File: src/rtl/dmem_ctrl_if.sv
// RAM-side request/grant/response bus of the data-memory controller.
// master = controller, slave = data RAM.
interface dmem_ctrl_if #(
    parameter int DATA_WIDTH = 32
);
    logic                  o_dm_req;
    logic                  o_dm_we;
    logic [DATA_WIDTH-1:0] o_dm_addr;
    logic [DATA_WIDTH-1:0] o_dm_wdata;
    logic                  i_dm_gnt;
    logic                  i_dm_rvalid;
    logic [DATA_WIDTH-1:0] i_dm_rdata;

    modport master (
        output o_dm_req, o_dm_we, o_dm_addr, o_dm_wdata,
        input  i_dm_gnt, i_dm_rvalid, i_dm_rdata
    );

    modport slave (
        input  o_dm_req, o_dm_we, o_dm_addr, o_dm_wdata,
        output i_dm_gnt, i_dm_rvalid, i_dm_rdata
    );
endinterface

File: src/rtl/dmem_ctrl.sv
// Data-memory access controller: one load/store per memory-stage op, sub-word
// stores done as read-modify-write, pipeline stalled until the access retires.
module dmem_ctrl #(
    parameter int DATA_WIDTH = 32
) (
    input  logic                  i_clk,
    input  logic                  i_rst_n,
    input  logic                  i_mem_en,
    input  logic                  i_mem_rd_wr,
    input  logic [DATA_WIDTH-1:0] i_mem_addr,
    input  logic [1:0]            i_byte_off,
    input  logic [1:0]            i_size,
    input  logic [DATA_WIDTH-1:0] i_mem_data_in,
    output logic [DATA_WIDTH-1:0] o_mem_data_out,
    output logic                  o_stall,
    dmem_ctrl_if.master           dm
);

    typedef enum logic [2:0] {
        IDLE    = 3'd0,
        RD_REQ  = 3'd1,
        RD_WAIT = 3'd2,
        WR_REQ  = 3'd3,
        DONE    = 3'd4
    } state_t;

    state_t                state;
    logic                  is_store;
    logic [3:0]            mask_q;
    logic [3:0]            mask_next;
    logic [DATA_WIDTH-1:0] bit_mask;
    logic [DATA_WIDTH-1:0] merged;

    always_comb begin
        mask_next = 4'b1111;
        case (i_size)
            2'b00:   mask_next = 4'b0001 << i_byte_off;
            2'b01:   mask_next = i_byte_off[1] ? 4'b1100 : 4'b0011;
            default: mask_next = 4'b1111;
        endcase
    end

    // Expand the byte mask to a bit mask, one lane per byte.
    for (genvar b = 0; b < 4; b++) begin : g_lane
        assign bit_mask[8*b +: 8] = {8{mask_q[b]}};
    end

    // o_dm_wdata still holds the lane-positioned store data during RD_WAIT.
    assign merged = (dm.o_dm_wdata & bit_mask) | (dm.i_dm_rdata & ~bit_mask);

    assign o_stall = ((state == IDLE) && i_mem_en) ||
                     (state == RD_REQ) || (state == RD_WAIT) || (state == WR_REQ);

    always_ff @(posedge i_clk or negedge i_rst_n) begin
        if (!i_rst_n) begin
            state          <= IDLE;
            is_store       <= 1'b0;
            mask_q         <= 4'b0000;
            o_mem_data_out <= '0;
            dm.o_dm_req    <= 1'b0;
            dm.o_dm_we     <= 1'b0;
            dm.o_dm_addr   <= '0;
            dm.o_dm_wdata  <= '0;
        end else begin
            case (state)
                IDLE: begin
                    if (i_mem_en) begin
                        dm.o_dm_addr  <= i_mem_addr;
                        dm.o_dm_wdata <= i_mem_data_in;
                        is_store      <= i_mem_rd_wr;
                        mask_q        <= mask_next;
                        dm.o_dm_req   <= 1'b1;
                        if (i_mem_rd_wr && i_size[1]) begin
                            dm.o_dm_we <= 1'b1;
                            state      <= WR_REQ;
                        end else begin
                            dm.o_dm_we <= 1'b0;
                            state      <= RD_REQ;
                        end
                    end
                end
                RD_REQ: begin
                    if (dm.i_dm_gnt) begin
                        dm.o_dm_req <= 1'b0;
                        state       <= RD_WAIT;
                    end
                end
                RD_WAIT: begin
                    if (dm.i_dm_rvalid) begin
                        if (is_store) begin
                            dm.o_dm_wdata <= merged;
                            dm.o_dm_req   <= 1'b1;
                            dm.o_dm_we    <= 1'b1;
                            state         <= WR_REQ;
                        end else begin
                            o_mem_data_out <= dm.i_dm_rdata;
                            state          <= DONE;
                        end
                    end
                end
                WR_REQ: begin
                    if (dm.i_dm_gnt) begin
                        dm.o_dm_req <= 1'b0;
                        dm.o_dm_we  <= 1'b0;
                        state       <= DONE;
                    end
                end
                DONE:    state <= IDLE;
                default: state <= IDLE;
            endcase
        end
    end

endmodule
File: src/flat_wrapper.sv
// flat-port wrapper written by rule: the top's interface ports become plain ports
module dmem_ctrl_flat 
#(
    parameter int DATA_WIDTH = 32
)
  (i_clk, i_rst_n, i_mem_en, i_mem_rd_wr, i_mem_addr, i_byte_off, i_size, i_mem_data_in, o_mem_data_out, o_stall, dm_o_dm_req, dm_o_dm_we, dm_o_dm_addr, dm_o_dm_wdata, dm_i_dm_gnt, dm_i_dm_rvalid, dm_i_dm_rdata);
  dmem_ctrl_if #(.DATA_WIDTH(DATA_WIDTH)) dm_i ();
  input  logic i_clk;
  input  logic i_rst_n;
  input  logic i_mem_en;
  input  logic i_mem_rd_wr;
  input  logic [DATA_WIDTH-1:0] i_mem_addr;
  input  logic [1:0] i_byte_off;
  input  logic [1:0] i_size;
  input  logic [DATA_WIDTH-1:0] i_mem_data_in;
  output logic [DATA_WIDTH-1:0] o_mem_data_out;
  output logic o_stall;
  output wire logic [$bits(dm_i.o_dm_req)-1:0] dm_o_dm_req;
  output wire logic [$bits(dm_i.o_dm_we)-1:0] dm_o_dm_we;
  output wire logic [$bits(dm_i.o_dm_addr)-1:0] dm_o_dm_addr;
  output wire logic [$bits(dm_i.o_dm_wdata)-1:0] dm_o_dm_wdata;
  input wire logic [$bits(dm_i.i_dm_gnt)-1:0] dm_i_dm_gnt;
  input wire logic [$bits(dm_i.i_dm_rvalid)-1:0] dm_i_dm_rvalid;
  input wire logic [$bits(dm_i.i_dm_rdata)-1:0] dm_i_dm_rdata;
  assign dm_o_dm_req = dm_i.o_dm_req;
  assign dm_o_dm_we = dm_i.o_dm_we;
  assign dm_o_dm_addr = dm_i.o_dm_addr;
  assign dm_o_dm_wdata = dm_i.o_dm_wdata;
  assign dm_i.i_dm_gnt = dm_i_dm_gnt;
  assign dm_i.i_dm_rvalid = dm_i_dm_rvalid;
  assign dm_i.i_dm_rdata = dm_i_dm_rdata;
  dmem_ctrl #(.DATA_WIDTH(DATA_WIDTH)) u_core (.i_clk(i_clk), .i_rst_n(i_rst_n), .i_mem_en(i_mem_en), .i_mem_rd_wr(i_mem_rd_wr), .i_mem_addr(i_mem_addr), .i_byte_off(i_byte_off), .i_size(i_size), .i_mem_data_in(i_mem_data_in), .o_mem_data_out(o_mem_data_out), .o_stall(o_stall), .dm(dm_i));
endmodule
File: config.mk
export PLATFORM = sky130hd
export DESIGN_NAME = dmem_ctrl_flat
export DESIGN_NICKNAME = d
export VERILOG_FILES = /design/src/rtl/dmem_ctrl_if.sv /design/src/rtl/dmem_ctrl.sv /design/src/flat_wrapper.sv
export SDC_FILE = /design/constraint.sdc
export NUM_CORES = 1
export LEC_CHECK = 0
export CAP_MARGIN = 20
export CORE_MARGIN = 8
export CORE_UTILIZATION = 42
export DETAILED_ROUTE_END_ITERATION = 16
export PLACE_DENSITY = 0.81
export SLEW_MARGIN = 20
export SYNTH_ARGS = -nofsm -noshare
export SYNTH_HDL_FRONTEND = slang
export SYNTH_SLANG_ARGS = --single-unit
File: constraint.sdc
create_clock -name i_clk -period 1.9 [get_ports i_clk]
set_clock_uncertainty 0.05 [all_clocks]
set_input_delay 0.38 -clock i_clk [delete_from_list [all_inputs] [get_ports i_clk]]
set_output_delay 0.38 -clock i_clk [all_outputs]
set_load 0.1 [all_outputs]
==> results.json <==
{
  "synth-seq-cells": 106,
  "max_clock_freq_mhz": 556,
  "utilization_pct": 77.7,
  "synth_top_cell_area_share_pct": 59.5,
  "place_congestion": 0.840,
  "dr.pass1.iters": 4,
  "cts_buffer_depth": 2,
  "num_vias": 3666,
  "r2r_slack_ps": 120,
  "grt_setup_unrepaired": "false",
  "period_minus_slack_ps": 1800,
  "grt_max_degree": 38,
  "startpoint_type": "flop",
  "synth_area_leaders": "dfrtp_1 60%, mux2_2 16%, a221o_1 5.4%",
  "yosys_warnings": 0,
  "end_kind": "output pin",
  "clk-insertion-delay-late_ps": 380,
  "drive_gt1_share_pct": 38.2,
  "worst_slack_ps": 100,
  "port_buffers": 204,
  "ioPinCount": 205,
  "seq_area_frac_synth_pct": 59.5,
  "rows": 37,
  "worst_ep_required_time_ps": 1470,
  "postSynthCellCount": 330,
  "worstRegToRegCells": 5,
  "die_h_um": 119,
  "coreArea_um2": 10300,
  "grt_first_pass_wirelength_mm": 23.7,
  "synth_fp_nets": 436,
  "wl_per_cell_um": 21.5,
  "async_reset_ff_share_pct": 100,
  "cp-startpoint": "u_core.state[0]$_DFFE_PN0P_",
  "antenna_found_initial": 0,
  "postRouteWirelength_mm": 14.9,
  "area_delta_synth_final_pct": 79.9,
  "drc": 0,
  "synth_edf_count": 0,
  "die_w_um": 119,
  "n_antenna_cell": 0,
  "clockRootBuffer": "clkbuf_8",
  "maxSlewHeadroom_pct": 63.3,
  "grt_pass1_vias": 4171,
  "worstPathArrival_ps": 1370,
  "fill_cells": 604,
  "die_area_um2": 14200,
  "fin_nets": 658,
  "multi_input_area_um2": 1670,
  "post-dp-hpwl_mm": 11.9,
  "final_antenna_net_count": 0,
  "start_util_pct": 43.2,
  "critPathKind": "reg -> out",
  "clock-sinks": 106,
  "drtIter0Drc": 180,
  "cts_buffers": 9,
  "worst_pin_slew_ps": 550,
  "hold_viol": 0,
  "finalSetupViolations": 0,
  "hold_class": "in -> async",
  "seq_area_um2": 2650,
  "syn_area_um2": 4460,
  "final-max-slew-violation-count": 0,
  "cts_max_level": 3,
  "pre_cts_ws_ps": -162,
  "cp_max_fo": 10,
  "cts_tree": "built",
  "r2r_end": "u_core.mask_q[1]$_DFFE_PN0P_",
  "ys_types": 36,
  "rr_startpoint": "u_core.state[1]$_DFFE_PN0P_",
  "ys.flop_type": "dfrtp_1",
  "final_cell_mix": "105 x dfrtp_1, 105 x buf_12, 103 x clkdlybuf4s50_1",
  "status": "finished, final reports clean",
  "fin_crit_sh_pct": 94.7,
  "clkTransAtPathRegs_ps": 110,
  "avgSynthCellArea_um2": 13.5,
  "synth_top_cell_by_area": "dfrtp_1",
  "max-cap-violations": 0,
  "grt_use_total_pct": 21.2,
  "viasPerCell": 5.29,
  "grt-ovfl-total": 0
}
## what timing repair did
action,CTS,global route
hold buffers,1,0
gates resized for setup,3,1
setup buffers,1,0
hold endpoints to repair,33,0
setup endpoints to repair,1,5
pin swaps,0,2
## area by class of cell
type,count,area share [%]
repair buffers,232,41.4
clock buffers,12,1.68
clock inverters,4,0.421
flip-flops and latches,106,33.1
well taps,136,2.12
inverters,10,0.468
multi-input cells,193,20.8
## how the worst max path moves through the flow
| stage | slack [ps] | to | depth (start not counted) |
|---|---|---|---|
| after global routing | 6 | u_core.mask_q[3]$_DFFE_PN0P_ | 5 |
| after global placement | -100 | u_core.dm.o_dm_addr[10]$_DFFE_PN0P_ | 4 |
| after CTS | 30 | o_stall | 4 |
| after floorplan | 120 | o_stall | 4 |
| final | 100 | o_stall | 4 |
| after detailed placement | -160 | u_core.mask_q[1]$_DFFE_PN0P_ | 6 |
## cell families (layout without fill, tap and decap cells)
group,after synthesis,in the layout,share of synthesized area (%)
DFF,106,106,59.5
muxes,65,65,16.4
and+or+nand+nor,64,64,8.90
AOI/OAI and AO/OA,63,63,11.4
buffers and inverters,31,258,3.59
xor gates and xnor gates,1,1,0.196
## metrics by stage
stage               cell area (um2)  hold WS, ps  cells  setup TNS (ps)
floorplan                      4470         34.4    330               0
global placement               7820          344    675           -7370
detailed placement             7820          346    675          -10440
CTS                            8020          476    693               0
global route                   8020          506    693               0
finish                         8020          473    693               0
## worst max-delay path: stages (launching register included)
cell and delay, ps:
dfrtp_2 430, buf_4 180, nor3_4 150, nor2_4 60, buf_12 160
## cells in the mapped netlist, types with 2 or more instances
cell	number
a21oi_1	12
buf_4	7
clkbuf_2	2
nand2b_1	2
nor2_1	7
nor2b_1	2
a221o_1	24
o21a_1	2
and4b_1	3
nand2_1	12
nand3b_1	3
mux2_2	64
clkbuf_1	5
nand3_1	2
o211ai_1	19
nor3_1	2
inv_1	10
dfrtp_1	106
and2_1	24
buf_2	6
## per-layer routing
layer	wire, um	share of wire [%]	vias up	track usage [%]
li1	-	-	1644	-
met1	5430	36	1822	23.1
met2	7800	52	181	36.6
met3	1400	9.4	19	9.31
met4	282	1.9	0	6.17
met5	0	0	-	0
Power is left out: the tool's default activity adds up to more than one toggle a clock period on the data nets, which glitch-free logic cannot reach.
